### config.mk
export PLATFORM = sky130hd
export DESIGN_NAME = fetch_pipe_regs
export DESIGN_NICKNAME = d
export VERILOG_FILES = /design/src/rtl/cpu_defs.sv /design/src/rtl/flopenrc.sv /design/src/rtl/fetch_pipe_regs.sv
export SDC_FILE = /design/constraint.sdc
export NUM_CORES = 1
export LEC_CHECK = 0
export BUFFER_PORTS_ARGS = -buffer_cell sky130_fd_sc_hd__buf_4
export CORE_AREA = 2 2 207 209
export CTS_BUF_LIST = sky130_fd_sc_hd__clkbuf_16
export DETAILED_ROUTE_END_ITERATION = 8
export DIE_AREA = 0 0 209 211
export GPL_ROUTABILITY_DRIVEN = 1
export GPL_TIMING_DRIVEN = 0
export PLACE_DENSITY = 0.55
export SKIP_LAST_GASP = 1
export SLEW_MARGIN = 5
export SYNTH_ARGS = -nofsm -noshare
export SYNTH_HDL_FRONTEND = slang
export SYNTH_HIERARCHICAL = 1
export SYNTH_SLANG_ARGS = --single-unit
### constraint.sdc
create_clock -name clk -period 2.55 [get_ports clk]
set_clock_uncertainty 0.1 [all_clocks]
set_input_delay 0 -clock clk [delete_from_list [all_inputs] [get_ports clk]]
set_output_delay 0 -clock clk [all_outputs]
set_load 0.05 [all_outputs]
### src/rtl/cpu_defs.sv
// cpu_defs: constants and types shared by the fetch front-end
package cpu_defs;
   localparam logic [31:0] RESET_PC  = 32'hBFC0_0000;
   localparam int          HZ_STALLF = 4;
   localparam int          HZ_STALLD = 5;
   localparam int          HZ_FLUSHE = 6;
   localparam logic [31:0] NOP_INSTR = 32'h0;
   typedef enum logic [1:0] {REQ, WAIT, HOLD} fetch_state_t;
endpackage

### src/rtl/flopenrc.sv
// flopenrc: width-parameterised register with enable and synchronous clear
module flopenrc #(
   parameter int         W    = 32,
   parameter logic [W-1:0] INIT = '0
) (
   input  logic         clk,
   input  logic         rst,
   input  logic         en,
   input  logic         clr,
   input  logic [W-1:0] d,
   output logic [W-1:0] q
);
   always_ff @(posedge clk)
      q <= rst ? INIT : clr ? '0 : en ? d : q;
endmodule

### src/rtl/fetch_pipe_regs.sv
// fetch_pipe_regs: PC register, instruction-fetch handshake, IF/ID and ID/EX registers
module fetch_pipe_regs
   import cpu_defs::*;
#(
   parameter logic [31:0] RESET_PC = cpu_defs::RESET_PC,
   parameter int          E_W      = 160
) (
   input  logic           clk,
   input  logic           resetn,
   input  logic [0:8]     hazard_control,
   input  logic [31:0]    pc_next,
   output logic           inst_req,
   output logic [31:0]    inst_addr,
   input  logic           inst_addr_ok,
   input  logic           inst_data_ok,
   input  logic [31:0]    inst_rdata,
   output logic [31:0]    pcF,
   output logic [31:0]    instrD,
   output logic [31:0]    pcD,
   output logic           validD,
   input  logic [E_W-1:0] bundleD,
   output logic [E_W-1:0] bundleE,
   output logic           fetch_busy
);
   fetch_state_t state_q, state_d;
   logic [31:0]  hold_q, hold_d;
   logic [31:0]  fetched;
   logic [64:0]  ifid_q;
   logic         stall_f, stall_d, flush_e, fetch_done;
   logic         unused_hz;

   assign stall_f    = hazard_control[HZ_STALLF];
   assign stall_d    = hazard_control[HZ_STALLD];
   assign flush_e    = hazard_control[HZ_FLUSHE];
   assign unused_hz  = ^{hazard_control[0:3], hazard_control[7:8]};
   assign fetch_done = (state_q == WAIT && inst_data_ok) || state_q == HOLD;
   assign fetched    = state_q == HOLD ? hold_q : inst_rdata;
   assign inst_req   = state_q == REQ;
   assign inst_addr  = pcF;
   assign fetch_busy = !fetch_done;
   assign {instrD, pcD, validD} = ifid_q;

   // a response arriving under stall is parked so it is never dropped
   always_comb begin
      hold_d  = (state_q == WAIT && inst_data_ok && stall_d) ? inst_rdata : hold_q;
      state_d = state_q == REQ  ? (inst_addr_ok ? WAIT : REQ) :
                state_q == WAIT ? (inst_data_ok ? (stall_d ? HOLD : REQ) : WAIT) :
                                  (stall_d ? HOLD : REQ);
   end

   always_ff @(posedge clk) begin
      if (!resetn) begin
         state_q <= REQ;
         hold_q  <= '0;
      end else begin
         state_q <= state_d;
         hold_q  <= hold_d;
      end
   end

   flopenrc #(.W(32), .INIT(RESET_PC)) pc_reg (
      .clk(clk), .rst(!resetn), .en(fetch_done && !stall_f), .clr(1'b0),
      .d(pc_next), .q(pcF)
   );

   flopenrc #(.W(65)) ifid_reg (
      .clk(clk), .rst(!resetn), .en(!stall_d), .clr(1'b0),
      .d(fetch_done ? {fetched, pcF, 1'b1} : {NOP_INSTR, pcF, 1'b0}), .q(ifid_q)
   );

   flopenrc #(.W(E_W)) idex_reg (
      .clk(clk), .rst(!resetn), .en(1'b1), .clr(flush_e),
      .d(bundleD), .q(bundleE)
   );
endmodule

After elaboration in Yosys (flattened, before gate mapping)
Index checks and enable logic that the tools add are counted.
Storage, ports and cells
  bits of input ports: 237
  output and inout port bits: 291
  flip-flop bits (word level): 291
  logic and storage cells: 23
Cells by class
  eq/ne operators: 2
  reductions and logical operators: 8
  multiplexer cells: 7
  bitwise operators: 1
Operator list (count)
  2-to-1 mux 65 bit: 1
  2-to-1 mux 32 bit: 1
  2-to-1 mux 2 bit: 4
  logical AND 1 bit: 3
  equality test 2 x 1 -> 1 bit (second input constant): 1
  equality test 2 bit (second input constant): 1
  logical NOT 1 bit: 2
  logical NOT 2 bit: 1
  OR reduction 2 bit: 1
  logical OR 1 bit: 1
  2-to-1 mux 1 bit: 1
  NOT 1 bit: 1

Longest topological paths before layout
  word-level depth: 4
  depth in mapped cells: 11
  depth with buffers taken out: 5

Cells and area by module
Netlist, hierarchy kept.
By module, submodules not included
  flopenrc at idex_reg: area each 5690.5 µm², instances 1, sequential area each 3203.1 µm², cells each 517
  flopenrc at ifid_reg: area each 2338.5 µm², instances 1, sequential area each 1301.2 µm², cells each 210
  fetch_pipe_regs: area each 2135.8 µm², instances 1, sequential area each 680.7 µm², cells each 301
  flopenrc at pc_reg: area each 1256.2 µm², instances 1, sequential area each 640.6 µm², cells each 105

Worst setup path after synthesis
No wires, ideal clock.
  kind: register to register
  start point: register state_q[0]
  end point: register pc_reg.q[0]
  cell stages (with the launch flop): 12
  period minus slack after synthesis: 2026 ps
  slack: 524 ps
  arrival: 1811 ps
  cell sequence: dfxtp_1 buf_6 nand2b_4 buf_6 o21a_1 buf_6 buf_6 nor2_1 buf_2 buf_2 mux2i_1 nor2_2
On the way
  cells in the longest elaborated chain, start to end: 4
  elaborated cells on any way between the ends: 5
  those cells by class: eq/ne: 2; reduce/logical: 3
Ends and longest elaborated chain
  from (decl): RTL line fetch_pipe_regs.sv:25  | fetch_state_t state_q, state_d;
  from (signal assigned): RTL line fetch_pipe_regs.sv:56  | state_q <= state_d;
  equality test 2 x 1 -> 1 bit: RTL line fetch_pipe_regs.sv:36  | assign fetch_done = (state_q == WAIT && inst_data_ok) || state_q == HOLD;
  logical AND 1 bit: RTL line fetch_pipe_regs.sv:36
  logical OR 1 bit *: RTL line fetch_pipe_regs.sv:36
  logical AND 1 bit *: RTL line fetch_pipe_regs.sv:62  | .clk(clk), .rst(!resetn), .en(fetch_done && !stall_f), .clr(1'b0),
  to (signal assigned): RTL line flopenrc.sv:14  | q <= rst ? INIT : clr ? '0 : en ? d : q;
  to (decl): RTL line flopenrc.sv:11  | output logic [W-1:0] q
Mark *: on every way between the ends. The rest lies on a longest branch, timed or not.
A chain may end at the register's enable or synchronous reset.

Worst setup path after layout
  start point: register state_q[0]
  end point: register pc_reg.q[31]
The elaborated chain is that of the path after synthesis.

==> summary.md <==
| Metric | Value |
|---|---|
| Min Tclk post-route | 2.41 ns |
| DRT Pass-1 Iters | 4 |
| Synth Area in Simple Gates | 0.139 |
| Post-synthesis compound-gate area fraction | 0.0439 |
| #FFs+latches synth | around 290 |
| Nets@finish | 2186 |
| Final HPWL DP | 31.0 mm |
| DR vias | 10800 |
| Static Leak | 9.21 nW |
| EDFF count, synth | 0 |
| Largest family of logic cells by synthesized area | multiplexers |
| Peak VDD IR | 316 µV |
| Gr usage total | 0.185 |
| RSZ-0062 raised after global routing | no |
| Post-synthesis xor/xnor area fraction | 0 |
| Ports | 528 |
| CTS tree | done |
| Synth Area in Adders | 0 |
| Top FF cell, synth | dfxtp_1 |
| DR iter-0 viols | 482 |
| Final ANT Viol Nets | 0 |
| Finished layout cell area | a little under 20000 µm² |
| Clock Tree Buf Depth | 3 |
| Post-CTS Repair Setup Buffers | 0 |
| CTS root buffer | clkbuf_16 |
| CP arrival | 2.72 ns |
| Post-synth cell types | 26 |
| Initial Util | 0.273 |
| Filler cells | 3888 |
| Max-cap violation count | 0 |
| CP Class | reg -> reg |
| Ys async rst share | 0 |
| Worst reg2reg path startpoint | state_q[0]$_SDFF_PN0_ |
| Sink Count | 291 |
| Grt total ovfl | 0 |
| Final setup viols | 0 |
| Syn Inst Count | 1133 |
| Core Footprint | 41800 µm² |
| Die area | 44100 µm² |
| Fin. Hold Viols | 0 |
| # rows | between 70 and 80 |
| Status | complete, no violations |
| Vias in the first global route | about 11000 |
| Wirelength per Cell | 16.9 µm |
| Share of cells above drive strength 1 | 0.364 |
| Largest net degree at the start of global routing | 15 |
| Num CTS Buffers | 35 |
| Mean area per synthesized cell | about 10 µm² |
| Seq/Total Area, Yosys | 0.510 |
| CP Launch Type | flip-flop |
| Worst slew margin relative to its limit | 0.611 |
| WL final | 42.4 mm |
| Vias/cell | 4.31 |
| PwrDens | 575 nW/µm² |
| Reg clk slew, reported paths | 0.06 ns |
| Synthesized cell area | between 10000 and 15000 µm² |
| Die H | around 210 µm |
| Actual slew at the worst max-slew pin | 0.584 ns |
| Tcrit/Tclk final | 0.944 |
| Global-route wire length before repair | 63.7 mm |
| Final Slew Violations | 0 |
| Setup TNS Final | 0 ns |
| FMAX | 0.415 GHz |
| CP endpoint kind | flip-flop |
| Worst EP required | roughly 2.9 ns |
| R2R depth | 11 |
| Critical R2R Capture | pc_reg/q[31]$_SDFFE_PP1P_ |
| R2R Setup Slk | around 0.14 ns |
| Cell Area, Placed | 16000 µm² |
| Die W | 209 µm |
| Clock latency on the worst-skew pair | 0.53 ns |
| Min-delay src | resetn |
| H-tree Lvls | 2 |
| Yosys warning count | 6 |
| Worst hold endpoint | hold_q[4]$_SDFFE_PN0P_ |
| Port buffer count | 520 |
| Area delta synth->final | 71.9% |
| CP max FO | 10 |
| Final GP Congestion | 0.780 |
| Initial antenna violation count | 2 |
| DRC Markers | 0 |
| Post-synthesis mux area share | 0.226 |
| Hold Path Stages | 4 |
| Worst min path class | in -> reg |
## where the power goes
part	switching [W]	total [W]	internal (W)
combinational	0.00105	0.00200	0.000948
sequential	0.0000786	0.00475	0.00467
clock	0.00193	0.00454	0.00261
## cells in the final DEF (no fill, tap or decap), drive strengths merged
cell type    count
buf            621
nor2           250
clkbuf          52
clkinv          17
a21oi           33
dlygate4sd3    258
o21ai           32
nand2b           1
or2              3
o21a             1
nor2b            1
nor3             2
dfxtp          291
conb             3
diode            2
nand3           32
nand2           97
nand4b           1
o21bai           9
inv             12
mux2i          258
## through the flow
| stage | worst slack, ns | hold slack, ns | power, W | instances | util |
|---|---|---|---|---|---|
| after CTS | 0.128 | 0.00102 | 0.0114 | 2513 | 0.470 |
| after global placement | 0.220 | 0.135 | 0.00647 | 2193 | 0.383 |
| after floorplan | 0.524 | 0.0326 | 0.00585 | 1134 | - |
| after global routing | 0.0168 | 0.0531 | 0.0118 | 2515 | 0.470 |
| after detailed placement | 0.227 | 0.143 | 0.00649 | 2193 | 0.383 |
| final | 0.143 | 0.0350 | 0.0113 | 2515 | 0.470 |
## what timing repair did
item / in CTS / in global routing
gates resized for setup: 0 / 2
hold buffers: 258 / 0
endpoints found under the hold margin: 263 / 0
endpoints found under the setup margin: 0 / 2
## logic make-up after synthesis
kind of cell           after synthesis
AOI/OAI and AO/OA                   75
buffers and inverters              120
DFF                                291
muxes                              258
other                                2
and+or+nand+nor                    387
## routing by layer
| metal | part of all wire | track usage |
|---|---|---|
| met5 | 0 | 0 |
| met4 | 0.028 | 0.0623 |
| met3 | 0.063 | 0.0476 |
| met2 | 0.51 | 0.336 |
| met1 | 0.40 | 0.211 |
## state kept, by name, indices dropped and copies added (netlist names)
register and flops:
hold_q 32, state_q 2, idex_reg/q 160, ifid_reg/q 65
pc_reg/q 32
## area by class of cell
class	count	area (µm²)	share of cell area
clock buffer	37	926	0.0472
timing repair buffer	778	6490	0.330
buffer	116	906	0.0462
multi-input combinational	723	4680	0.238
antenna	2	5.00	0.000255
sequential	291	5830	0.297
tap	539	674	0.0344
clock inverter	25	109	0.00555
inverter	4	15.0	0.000765
## synth_stat cells (4+ instances only)
cell type,count,area (µm²)
nor2_2,20,125
buf_2,21,105
mux2i_1,258,2580
nor2_1,230,863
a21oi_2,27,236
buf_6,31,349
a21oi_1,6,30.0
inv_1,4,15.0
buf_4,46,345
clkbuf_1,12,45.0
o21ai_1,5,25.0
o21bai_1,9,67.6
o21ai_0,27,135
nand3_1,32,160
dfxtp_1,291,5830
nand2_1,97,364
## how the worst max path moves through the flow
| stage | from | end | cells after the start |
|---|---|---|---|
| 2_1_floorplan | state_q[0]$_SDFF_PN0_ | pc_reg/q[0]$_SDFFE_PP0P_ | 11 |
| 3_3_place_gp | state_q[0]$_SDFF_PN0_ | pc_reg/q[6]$_SDFFE_PP0P_ | 11 |
| 3_5_place_dp | state_q[0]$_SDFF_PN0_ | pc_reg/q[7]$_SDFFE_PP0P_ | 11 |
| 4_1_cts | state_q[0]$_SDFF_PN0_ | pc_reg/q[31]$_SDFFE_PP1P_ | 11 |
| 5_1_grt | state_q[0]$_SDFF_PN0_ | pc_reg/q[31]$_SDFFE_PP1P_ | 11 |
| 6_report | state_q[0]$_SDFF_PN0_ | pc_reg/q[31]$_SDFFE_PP1P_ | 11 |
## worst max-delay path, cell delays in order, from the launching register on
cell	delay, ns
dfxtp_1	0.30
buf_6	0.13
nand2b_4	0.13
buf_6	0.13
o21a_1	0.10
buf_6	0.14
buf_6	0.15
nor2_1	0.09
buf_4	0.17
mux2i_1	0.20
dlygate4sd3_1	0.58
o21bai_1	0.06
Power figures use the tool's default switching activity.
